[config.mk]
export PLATFORM = sky130hd
export DESIGN_NAME = game_timer
export DESIGN_NICKNAME = d
export VERILOG_FILES = /design/src/rtl/game_pkg.sv /design/src/rtl/game_timer_tick_gen.sv /design/src/rtl/game_timer.sv
export SDC_FILE = /design/constraint.sdc
export NUM_CORES = 1
export LEC_CHECK = 0
export CORE_MARGIN = 1.5
export CORE_UTILIZATION = 46
export CTS_CLUSTER_SIZE = 16
export DETAILED_ROUTE_END_ITERATION = 7
export PLACE_DENSITY_LB_ADDON = 0.15
export SKIP_LAST_GASP = 1
export SYNTH_ARGS = -nofsm -noshare
export SYNTH_HDL_FRONTEND = slang
export SYNTH_SLANG_ARGS = --single-unit
[constraint.sdc]
create_clock -name clk -period 9.5 [get_ports clk]
set_input_delay 0.95 -clock clk [delete_from_list [all_inputs] [get_ports clk]]
set_output_delay 0.95 -clock clk [all_outputs]
set_load 0.01 [all_outputs]
[src/rtl/game_pkg.sv]
// Shared state encoding and default timing constants for the game countdown timer.
package game_pkg;

    typedef enum logic [1:0] {
        ST_IDLE,
        ST_RUN,
        ST_PAUSED,
        ST_OVER
    } state_t;

    localparam int DEF_CLK_HZ          = 100_000_000;
    localparam int DEF_START_SECONDS   = 30;
    localparam int DEF_MAX_SECONDS     = 99;
    localparam int DEF_BONUS_SECONDS   = 2;
    localparam int DEF_PENALTY_SECONDS = 3;
    localparam int DEF_WARN_SECONDS    = 5;

    // A game is "live" while the clock is either counting or frozen by pause.
    function automatic logic is_live(input state_t s);
        return (s == ST_RUN) || (s == ST_PAUSED);
    endfunction

endpackage

[src/rtl/game_timer_tick_gen.sv]
// Prescaler for the game timer: counts 0..CLK_HZ-1 while enabled and flags the last count.
module tick_gen
    import game_pkg::*;
#(
    parameter int CLK_HZ = DEF_CLK_HZ
) (
    input  logic clk,
    input  logic i_rst_n,
    input  logic i_clear,
    input  logic i_enable,
    output logic o_tick
);

    localparam int               CNT_W = (CLK_HZ > 2) ? $clog2(CLK_HZ) : 1;
    localparam logic [CNT_W-1:0] LAST  = CNT_W'(CLK_HZ - 1);

    logic [CNT_W-1:0] count;

    always_ff @(posedge clk or negedge i_rst_n) begin
        if (!i_rst_n) begin
            count <= '0;
        end else if (i_clear) begin
            count <= '0;
        end else if (i_enable) begin
            count <= (count == LAST) ? '0 : count + 1'b1;
        end
    end

    // Terminal-count flag only; the parent gates it with its own enable.
    assign o_tick = (count == LAST);

endmodule

[src/rtl/game_timer.sv]
// Game countdown timer: restart/pause control, saturating bonus/penalty arithmetic,
// low-time warning and game-over detection, all outputs registered.
module game_timer
    import game_pkg::*;
#(
    parameter int  CLK_HZ          = DEF_CLK_HZ,
    parameter int  START_SECONDS   = DEF_START_SECONDS,
    parameter int  MAX_SECONDS     = DEF_MAX_SECONDS,
    parameter int  BONUS_SECONDS   = DEF_BONUS_SECONDS,
    parameter int  PENALTY_SECONDS = DEF_PENALTY_SECONDS,
    parameter int  WARN_SECONDS    = DEF_WARN_SECONDS,
    localparam int SEC_W           = $clog2(MAX_SECONDS + 1)
) (
    input  logic             clk,
    input  logic             i_rst_n,
    input  logic             i_restart_game,
    input  logic             i_pause,
    input  logic             i_add_time,
    input  logic             i_sub_time,
    output logic [SEC_W-1:0] o_seconds,
    output logic             o_tick,
    output logic             o_warning,
    output logic             o_running,
    output logic             o_game_over
);

    localparam int                      SUM_W     = SEC_W + 2;
    localparam logic [SEC_W-1:0]        START_V   = SEC_W'(START_SECONDS);
    localparam logic [SEC_W-1:0]        MAX_V     = SEC_W'(MAX_SECONDS);
    localparam logic signed [SUM_W-1:0] MAX_S     = SUM_W'(MAX_SECONDS);
    localparam logic signed [SUM_W-1:0] BONUS_S   = SUM_W'(BONUS_SECONDS);
    localparam logic signed [SUM_W-1:0] PENALTY_S = SUM_W'(PENALTY_SECONDS);
    localparam logic signed [SUM_W-1:0] ONE_S     = SUM_W'(1);
    localparam logic signed [SUM_W-1:0] ZERO_S    = '0;

    if (START_SECONDS < 1 || START_SECONDS > MAX_SECONDS || CLK_HZ < 2) begin : g_bad_params
        $error("game_timer: need 1 <= START_SECONDS <= MAX_SECONDS and CLK_HZ >= 2");
    end

    state_t                  state;
    state_t                  state_next;
    logic [SEC_W-1:0]        sec_next;
    logic                    tick_next;
    logic                    pre_clear;
    logic                    pre_enable;
    logic                    pre_last;
    logic signed [SUM_W-1:0] cur_s;
    logic signed [SUM_W-1:0] sum;

    tick_gen #(
        .CLK_HZ (CLK_HZ)
    ) u_tick_gen (
        .clk      (clk),
        .i_rst_n  (i_rst_n),
        .i_clear  (pre_clear),
        .i_enable (pre_enable),
        .o_tick   (pre_last)
    );

    assign cur_s = $signed({2'b00, o_seconds});

    always_comb begin
        // NOTE: every signal driven here gets a default first, so no path can infer a latch.
        state_next = state;
        sec_next   = o_seconds;
        tick_next  = 1'b0;
        pre_clear  = 1'b0;
        pre_enable = 1'b0;
        sum        = cur_s;

        if (i_restart_game) begin
            state_next = ST_RUN;
            sec_next   = START_V;
            pre_clear  = 1'b1;
        end else begin
            unique case (state)
                ST_RUN: begin
                    if (i_pause) begin
                        state_next = ST_PAUSED;
                    end else begin
                        pre_enable = 1'b1;
                        tick_next  = pre_last;
                        sum = cur_s
                            - (pre_last   ? ONE_S     : ZERO_S)
                            + (i_add_time ? BONUS_S   : ZERO_S)
                            - (i_sub_time ? PENALTY_S : ZERO_S);
                        if (sum[SUM_W-1]) begin
                            sec_next = '0;
                        end else if (sum > MAX_S) begin
                            sec_next = MAX_V;
                        end else begin
                            sec_next = sum[SEC_W-1:0];
                        end
                        if (sec_next == '0) begin
                            state_next = ST_OVER;
                        end
                    end
                end
                ST_PAUSED: begin
                    if (!i_pause) begin
                        state_next = ST_RUN;
                    end
                end
                // IDLE and OVER wait for a restart; time requests are dropped.
                default: ;
            endcase
        end
    end

    always_ff @(posedge clk or negedge i_rst_n) begin
        if (!i_rst_n) begin
            state       <= ST_IDLE;
            o_seconds   <= START_V;
            o_tick      <= 1'b0;
            o_warning   <= 1'b0;
            o_running   <= 1'b0;
            o_game_over <= 1'b0;
        end else begin
            // NOTE: non-blocking assignments so every register updates from pre-edge values.
            state       <= state_next;
            o_seconds   <= sec_next;
            o_tick      <= tick_next;
            o_warning   <= is_live(state_next) && (sec_next != '0)
                           && (int'(sec_next) <= WARN_SECONDS);
            o_running   <= (state_next == ST_RUN);
            o_game_over <= (state_next == ST_OVER);
        end
    end

endmodule
# [Yosys cells after proc, flatten, opt, wreduce, memory -nomap -nowiden]
# Cells that the tools add are included.
[totals] regBits=40 in_bits=6 out_inout_bits=11 word_cells=51
[classes] add_sub_neg=4 n_lt_le_gt_ge=2 eq_ne=6 muxes=26 reduce_logical=6
[op_table] operator="2-to-1 mux 27 bit" count=3
[op_table] operator="2-to-1 mux 7 bit" count=8
[op_table] operator="adder 27 x 1 -> 27 bit, second input constant" count=1
[op_table] operator="equality test 27 bit, second input constant" count=1
[op_table] operator="2-to-1 mux 2 bit" count=6
[op_table] operator="adder 8 x 3 -> 9 bit" count=1
[op_table] operator="> comparator 9 x 8 -> 1 bit, second input constant" count=1
[op_table] operator="subtractor 9 x 3 -> 9 bit" count=1
[op_table] operator="2-to-1 mux 1 bit" count=8
[op_table] operator="subtractor 7 x 1 -> 8 bit" count=1
[op_table] operator="<= comparator 7 x 3 -> 1 bit, second input constant" count=1
[op_table] operator="zero test 7 bit" count=1
[op_table] operator="nonzero test 7 bit" count=1
[op_table] operator="equality test 2 bit, second input constant" count=3
[op_table] operator="equality test 2 x 1 -> 1 bit, second input constant" count=2
[op_table] operator="case mux 2 bit (2 select lines)" count=1
[op_table] operator="logical AND 1 bit" count=2
[op_table] operator="nonzero test 2 bit" count=1
[op_table] operator="logical OR 1 bit" count=1

# [Logic depth before layout (Yosys ltp)]
# Gate-level depths: netlist of the first run.
[logic_depth] ltp_word=20 depth_mapped=22 ltp_nobuf=22

# [Hierarchy]
# A second synthesis of the first run with hierarchy kept.
[hier_totals] hier_cells=369 area_unflattened_um2=3143.0
[modules_own_cells] module="game_timer" instances=1 cells_each=199 area_per_inst_um2=1605.3
[modules_own_cells] module="tick_gen" instances=1 cells_each=170 area_per_inst_um2=1537.7

# [Worst setup path before layout of the first run]
# No wires, ideal clock.
[synth_timing] path_type="register to register" from="register u_tick_gen.count[0]" to="register o_warning" t_arrival_ps=4656 required_time_ps=9400 slack_ps=4744 path_stages_with_launch=20 n_path_buf=0 path_cell_list="dfrtp_1 ha_1 and3_1 nand4_1 nor3_1 ha_1 nand2b_4 or4_1 xnor2_1 ha_1 and3_1 a2111oi_0 o311ai_2 a21oi_1 a21oi_1 a21o_1 a21oi_1 ha_1 nor3_1 nor4bb_1"
[synth_between] elab_chain_len=20 elab_cells_between_ends=26
[synth_rtl] item="start: declaration" line_no="game_timer_tick_gen.sv:17" text="logic [CNT_W-1:0] count;"
[synth_rtl] item="start signal: assignment" line_no="game_timer_tick_gen.sv:25" text="count <= (count == LAST) ? '0 : count + 1'b1;"
[synth_rtl] item="equality test 27 bit (*)" line_no="game_timer_tick_gen.sv:30" text="assign o_tick = (count == LAST);"
[synth_rtl] item="2-to-1 mux 1 bit (*)" line_no="game_timer.sv:84" text="- (pre_last ? ONE_S : ZERO_S)"
[synth_rtl] item="subtractor 7 x 1 -> 8 bit (*)" line_no="game_timer.sv:84"
[synth_rtl] item="adder 8 x 3 -> 9 bit (*)" line_no="game_timer.sv:85" text="+ (i_add_time ? BONUS_S : ZERO_S)"
[synth_rtl] item="subtractor 9 x 3 -> 9 bit (*)" line_no="game_timer.sv:86" text="- (i_sub_time ? PENALTY_S : ZERO_S);"
[synth_rtl] item="> comparator 9 x 8 -> 1 bit" line_no="game_timer.sv:89" text="end else if (sum > MAX_S) begin"
[synth_rtl] item="2-to-1 mux 7 bit" line_no="game_timer.sv:89"
[synth_rtl] item="2-to-1 mux 7 bit (*)" line_no="game_timer.sv:87" text="if (sum[SUM_W-1]) begin"
[synth_rtl] item="[5 not listed]"
[synth_rtl] item="2-to-1 mux 2 bit (*)" line_no="game_timer.sv:78" text="if (i_pause) begin"
[synth_rtl] item="case mux 2 bit (2 select lines) (*)" line_no="game_timer.sv:76" text="unique case (state)"
[synth_rtl] item="2-to-1 mux 2 bit (*)" line_no="game_timer.sv:71" text="if (i_restart_game) begin"
[synth_rtl] item="net state_next[0]" line_no="game_timer.sv:41" text="state_t state_next;"
[synth_rtl] item="equality test 2 x 1 -> 1 bit / equality test 2 bit (equally long branches)" line_no="game_pkg.sv:20" text="return (s == ST_RUN) || (s == ST_PAUSED);"
[synth_rtl] item="logical OR 1 bit (*)" line_no="game_pkg.sv:20"
[synth_rtl] item="logical AND 1 bit (*)" line_no="game_timer.sv:123" text="o_warning <= is_live(state_next) && (sec_next != '0)"
[synth_rtl] item="logical AND 1 bit (*)" line_no="game_timer.sv:124" text="&& (int'(sec_next) <= WARN_SECONDS);"
[synth_rtl] item="end signal: assignment" line_no="game_timer.sv:123"
[synth_rtl] item="end: declaration" line_no="game_timer.sv:22" text="output logic o_warning,"
# Mark *: on every way through the listed nets, which the timed path passes. The rest lies on a longest branch. The select of a mux whose other input is x is not followed.
# A chain may end at the register's enable or synchronous reset.

# [Worst setup path after layout of the first run]
# Ends and elaborated chain as after synthesis.

==> qor.yml, run 1 <==
run_status: "completed"
critPathSlowestCell: "nor3_1"
wl_per_cell_um: 15.2
finalSetupViolations: 0
cp_common_cell: "ha_1"
p_per_area_nw_per_um2: 284
dr.first_iter.drc_count: 161
io_pins: 17
antenna_found_initial: 0
fmax_mhz: 175
crit_type: "reg2reg"
path_buf_inv: 2
syn-cell-area_sq_um: 2730
fin_skew_ns: 0.00631
drt-total-wl_mm: 6.02
synth_compound_area_share_pct: 16.5
die_h_um: 80.0
firstDrtPassIters: 4
leakagePower_uw: 0.00134
maxCapViolations: 0
end_kind: "register"
timing.slew.headroom_pct: 28.7
start_kind: "register"
clock_sinks: 40
cp_max_fo: 6
tightest_slew_ns: 1.07
insertion_delay_ns: 0.29
synth-seq-cells: 40
cts-root-buf: "clkbuf_8"
track_usage_pct: 20.5
period_share_pct: 60.3
synth_fp_nets: 335
htree_levels: 2
synth-adder-area-share_pct: 8.80
synth_top_family_by_area: "simple AND/OR/NAND/NOR gates"
synth_xor_area_share_pct: 6.74
hold_buffers: 0
core_area_sq_um: 5610
rows: 27
via_per_inst: 5.71
rsz0062_at_grt: "no"
synthArstFlopShare_pct: 100
io_buffers: 16
cts_setup_buffers: 0
required_ns: 9.68
synth_simple_gate_area_share_pct: 25.8
dp_hpwl_mm: 4.36
yosysWarnings: 0
die_x_um: 80.0
numCtsBuffers: 5
dieArea_sq_um: 6410
cts_resized: 0
fin_setup_tns_ns: 0
synth_cell_type_count: 56
syn_avg_cell_area_sq_um: 8.78
worst_ep_arrival_time_ns: 5.91
drv_slew: 0
min_period_ns: 5.73
ys_seq_area_share_pct: 36.8
syn_inst: 311
min_path_type: "reg2reg"
cts_buffer_depth: 2
cts_tree: "yes"
finalHoldViolCount: 0
path_cells: "ha_1 > and3_1 > nand4_1 > nor3_1 > ha_1 > ha_1 > inv_1 > fa_1 > ha_1 > inv_1 > fa_1 > nand2b_1 > a21oi_1 > xor2_1 > nor4b_1 > a21oi_1 > a21o_1 > a21oi_1 > ha_1 > nor3_1 > nor4bb_1"
crit_family: "adder cells"
initial_core_util_pct: 48.7
synthMuxAreaShare_pct: 0.367
grt_max_degree: 41
critPathMaxStageDelay_ns: 0.61
grt_pass1_vias: 2157
clkSlewWorstSetupHoldPaths_ns: 0.08
antennaDiodeCount: 0
synth-edff-count: 0
syn2layout_area_growth_pct: 11.4
vdd_ir_drop_max_uv: 145
synth_ff_type: "dfrtp_1"
ant_nets: 0
overflow: 0
grt_pass1_wl_mm: 10.3
drive_gt1_share_pct: 7.08
post-route-util_pct: 54.2
route.detailed.drc: 0
vias: 2268
nets: 348
place.gp.congestion: 0.842
fillCellCount: 523
[cells in the final DEF (no fill, tap or decap), drive strengths merged, types with 8 or more instances in the layout]
cell / Yosys / final
dfrtp: 36 / 36
nor2: 34 / 34
inv: 24 / 24
a21oi: 21 / 21
nand2: 20 / 20
ha: 16 / 16
o21ai: 16 / 16
nand3: 15 / 15
xor2: 15 / 15
clkdlybuf4s50: 0 / 15
nor3: 14 / 14
and3: 8 / 8
[sequential cells by signal, summed over array words and instances (netlist names)]
signal / count
o_tick: 1
o_game_over: 1
o_running: 1
state: 2
o_warning: 1
u_tick_gen.count: 27
o_seconds: 7
[metal layers]
| metal | up-vias | routed length [um] | GRT usage [%] |
|---|---|---|---|
| li1 | 1127 | - | - |
| met1 | 1100 | 3230 | 31.4 |
| met2 | 34 | 2550 | 29.7 |
| met3 | 7 | 194 | 3.54 |
| met4 | 0 | 52 | 5.00 |
| met5 | - | 0 | 0 |
[metrics by stage]
step | setup WS (ns) | hold slack [ns] | power (uW) | area, sq um | cells
after detailed placement | 3.84 | 0.517 | 723 | 2930 | 389
after global routing | 3.39 | 0.567 | 928 | 3040 | 397
after floorplan | 4.74 | 0.482 | 600 | 2730 | 311
after CTS | 3.82 | 0.535 | 865 | 3040 | 397
final | 3.77 | 0.534 | 863 | 3040 | 397
after global placement | 4.05 | 0.514 | 723 | 2930 | 389
[cells in the mapped netlist, drive strengths merged (2+ instances only)]
master,number,area share [%]
clkbuf,8,1.1
xor2,15,4.8
nand3b,4,1.1
dfstp,4,3.8
nor4bb,2,0.73
fa,2,1.5
nand3,15,2.7
and4,2,0.64
nor4,5,1.1
o31ai,7,2.6
nor3b,2,0.55
nor2,34,4.7
dfrtp,36,33
or4,2,0.69
nor3,14,2.6
o21ai,16,2.9
ha,16,7.3
nor4b,2,0.87
a21o,2,0.55
a31oi,2,1.0
inv,24,3.3
nor2b,2,0.46
and2,2,0.46
or2,2,0.46
or3,6,1.4
buf,2,0.46
nand2b,7,1.9
and3,8,1.8
a21oi,21,3.8
a211o,2,0.64
xnor2,6,1.9
a21boi,2,0.55
nand4,4,0.92
a311oi,2,0.87
nand2,20,2.7
o211ai,2,0.55
[report_power, final]
| part | switching, uW | internal [uW] | total [uW] | leakage, uW |
|---|---|---|---|---|
| clock | 58.8 | 78.0 | 137 | 0.0000552 |
| sequential | 28.7 | 197 | 226 | 0.000537 |
| combinational | 290 | 210 | 501 | 0.000749 |
[worst paths after layout]
| check | from | endpoint | slack, ns | cells after the start |
|---|---|---|---|---|
| hold / removal | u_tick_gen.count[7] | u_tick_gen.count[7] | 0.53 | 1 |
| hold reg to reg | u_tick_gen.count[7] | u_tick_gen.count[7] | 0.53 | 1 |
| setup reg to reg | u_tick_gen.count[0] | o_warning | 3.77 | 21 |
| max in group asynchronous | i_rst_n | u_tick_gen.count[0] | 8.17 | 1 |
| setup / recovery | u_tick_gen.count[0] | o_warning | 3.77 | 21 |
| min in group asynchronous | i_rst_n | u_tick_gen.count[21] | 0.77 | 1 |
[worst register-to-register path, delay by kind of cell, from the launching register on]
| family | cells | cell delay [ns] |
|---|---|---|
| AOI/OAI and AO/OA | 4 | 0.88 |
| xor gates and xnor gates | 1 | 0.19 |
| adders and majority gates | 7 | 2.11 |
| buffers and inverters | 2 | 0.11 |
| DFF | 1 | 0.42 |
| and+or+nand+nor | 7 | 1.89 |
[layout make-up]
| class | instances | area [sq um] | area share (%) |
|---|---|---|---|
| Inverter | 24 | 90.1 | 2.96 |
| Tap cell | 72 | 90.1 | 2.96 |
| Clock buffer | 6 | 72.6 | 2.39 |
| Timing Repair Buffer | 16 | 155 | 5.10 |
| Sequential cell | 40 | 1010 | 33.1 |
| Clock inverter | 2 | 35.0 | 1.15 |
| Multi-Input combinational cell | 237 | 1590 | 52.3 |
[kinds of logic (layout without fill, tap and decap cells)]
| logic type | count (synthesis) | in the layout |
|---|---|---|
| mux | 1 | 1 |
| buf+inv | 34 | 48 |
| xor+xnor | 21 | 21 |
| compound gates | 64 | 64 |
| fa+ha+maj | 18 | 18 |
| flops | 40 | 40 |
| simple gates | 133 | 133 |
Power figures use the tool's default switching activity.
==> inputs of run 2 (changes only) <==
Clock period 9.5 ns to 5.4 ns, I/O delays scaled along.
==> run 2 against run 1 <==
  * Core utilization up 0.89 points
  * Sequential share of layout area down 0.54 points
  * Wire length down 1.6%
  * Combinational power up 88%
  * Clock power up 74%
  * Sequential power up 76%
  * Sequential cell count unchanged
  * Total power up 83%
  * Die area unchanged
  * Critical path depth down 2
  * Highest routed layer unchanged
==> qor.yml, run 2 (synthesis results as in run 1) <==
run_status: "completed"
grt_use_met3_pct: 3.89
grt_util_met1_pct: 30.3
fillCellCount: 530
syn2layout_area_growth_pct: 13.2
core_area_sq_um: 5610
place_ws_ns: 0.168
p_per_area_nw_per_um2: 510
numCtsBuffers: 5
end_kind: "register"
fin_cells: 400
required_ns: 5.56
vdd_ir_drop_max_uv: 257
cp_max_fo: 6
top_usage_layer: "met1"
final_common_cell: "dfrtp_1"
drv_slew: 0
setup_ws_ns: 0.389
min_period_ns: 5.01
rsz0062_at_grt: "no"
top_register: "u_tick_gen.count"
overflow: 0
place.gp.congestion: 0.862
dpl-instance-area_sq_um: 2940
die_h_um: 80.0
placedCellCount: 390
finalSetupViolations: 0
grt_pass1_wl_mm: 10.0
leakagePower_uw: 0.00136
clock_sinks: 40
timing.slew.headroom_pct: 27.3
tightest_slew_ns: 1.09
dp_hpwl_mm: 4.36
reg2regPathDepth: 19
fin_setup_tns_ns: 0
r2r_start: "u_tick_gen.count[0]"
track_usage_pct: 19.9
crit_start: "u_tick_gen.count[0]"
reg_top3: "u_tick_gen.count (27), o_seconds (7), state (2)"
period_share_pct: 92.8
io_buffers: 16
via_per_inst: 5.76
insertion_delay_ns: 0.29
nets: 351
worst_ep_arrival_time_ns: 5.17
largest_reg_flops: 27
fmax_mhz: 200
drt-total-wl_mm: 5.92
vias: 2302
cts_tree: "yes"
crit_type: "reg2reg"
grt_max_degree: 41
min_path_type: "in2async"
htree_levels: 2
initial_core_util_pct: 48.7
stdcell_area_sq_um: 3090
grt_pass1_vias: 2099
ant_nets: 0
fin_skew_ns: 0.0110
start_kind: "register"
antennaDiodeCount: 0
wl_per_cell_um: 14.8
maxCapViolations: 0
rows: 27
route.detailed.drc: 0
final_cell_mix: "36 x dfrtp_1, 34 x nor2_1, 24 x inv_1"
drive_gt1_share_pct: 9.45
finalHoldViolCount: 0
cts-root-buf: "clkbuf_8"
clkSlewWorstSetupHoldPaths_ns: 0.08
io_pins: 17
dieArea_sq_um: 6410
dr.first_iter.drc_count: 105
antenna_found_initial: 0
cts_buffer_depth: 2
firstDrtPassIters: 4
die_x_um: 80.0
gr-usage-met2_pct: 29.1
[run 2: cell types whose count changed in the layout (fill, tap and decap cells not counted)]
cell,delta
a2111oi_0,-1
a2111oi_1,+1
a21oi_1,-2
a21oi_2,+2
buf_4,+3
nor3_1,-1
nor3_2,+1
nor4bb_1,-1
nor4bb_2,+1
xor2_1,-1
xor2_2,+1
[run 2: path summary, 6_finish.rpt]
| check | slack [ns] | endpoint |
|---|---|---|
| worst max-delay path | 0.39 | o_warning |
| min in group clk | 0.53 | u_tick_gen.count[4] |
| worst min register to register | 0.53 | u_tick_gen.count[4] |
| max in group asynchronous | 4.46 | u_tick_gen.count[4] |
| worst min-delay path | 0.37 | u_tick_gen.count[8] |
| worst max register to register | 0.39 | o_warning |
[run 2: where the power goes]
part,total (uW),internal [uW],leakage [uW],switching [uW]
Clock,239,137,0.0000552,102
Sequential,397,347,0.000537,50.0
Combinational,941,414,0.000766,527
[run 2: area by class of cell]
type                            count  area, sq um  area share, %
Multi-Input combinational cell    237         1620           52.4
Sequential cell                    40         1010           32.6
Timing Repair Buffer               19          178           5.75
Inverter                           24         90.1           2.91
Tap cell                           72         90.1           2.91
Clock buffer                        6         72.6           2.35
Clock inverter                      2         35.0           1.13
[run 2: layer usage]
layer  up-vias  routed length (um)
li1       1135                   -
met1      1118                3110
met2        47                2530
met3         2                 253
met4         0                  24
met5         -                   0
[run 2: repair_timing]
item	in CTS	in global routing
gates resized for setup	0	6
setup buffers	0	2
hold buffers	0	0
setup endpoints to repair	0	1
[run 2: metrics by stage]
step	total power [uW]	util, %	hold WS [ns]
global route	1700	55.1	0.434
finish	1580	55.1	0.374
CTS	1520	54.4	0.398
floorplan	1060	-	0.244
global placement	1270	52.4	0.515
detailed placement	1270	52.4	0.521
[run 2: critical path, cell delays in order, from the launching register on]
cell and delay (ns):
dfrtp_1 0.41, ha_1 0.29, and3_1 0.23, nand4_1 0.14, nor3_2 0.24, ha_1 0.25
ha_1 0.15, inv_1 0.05, fa_1 0.48, ha_1 0.17, inv_1 0.06, fa_1 0.38
nand2b_1 0.17, a21oi_2 0.25, xor2_1 0.27, a21boi_1 0.40, a31oi_4 0.14, a31o_2 0.28
nor4bb_1 0.45, nor4bb_2 0.10
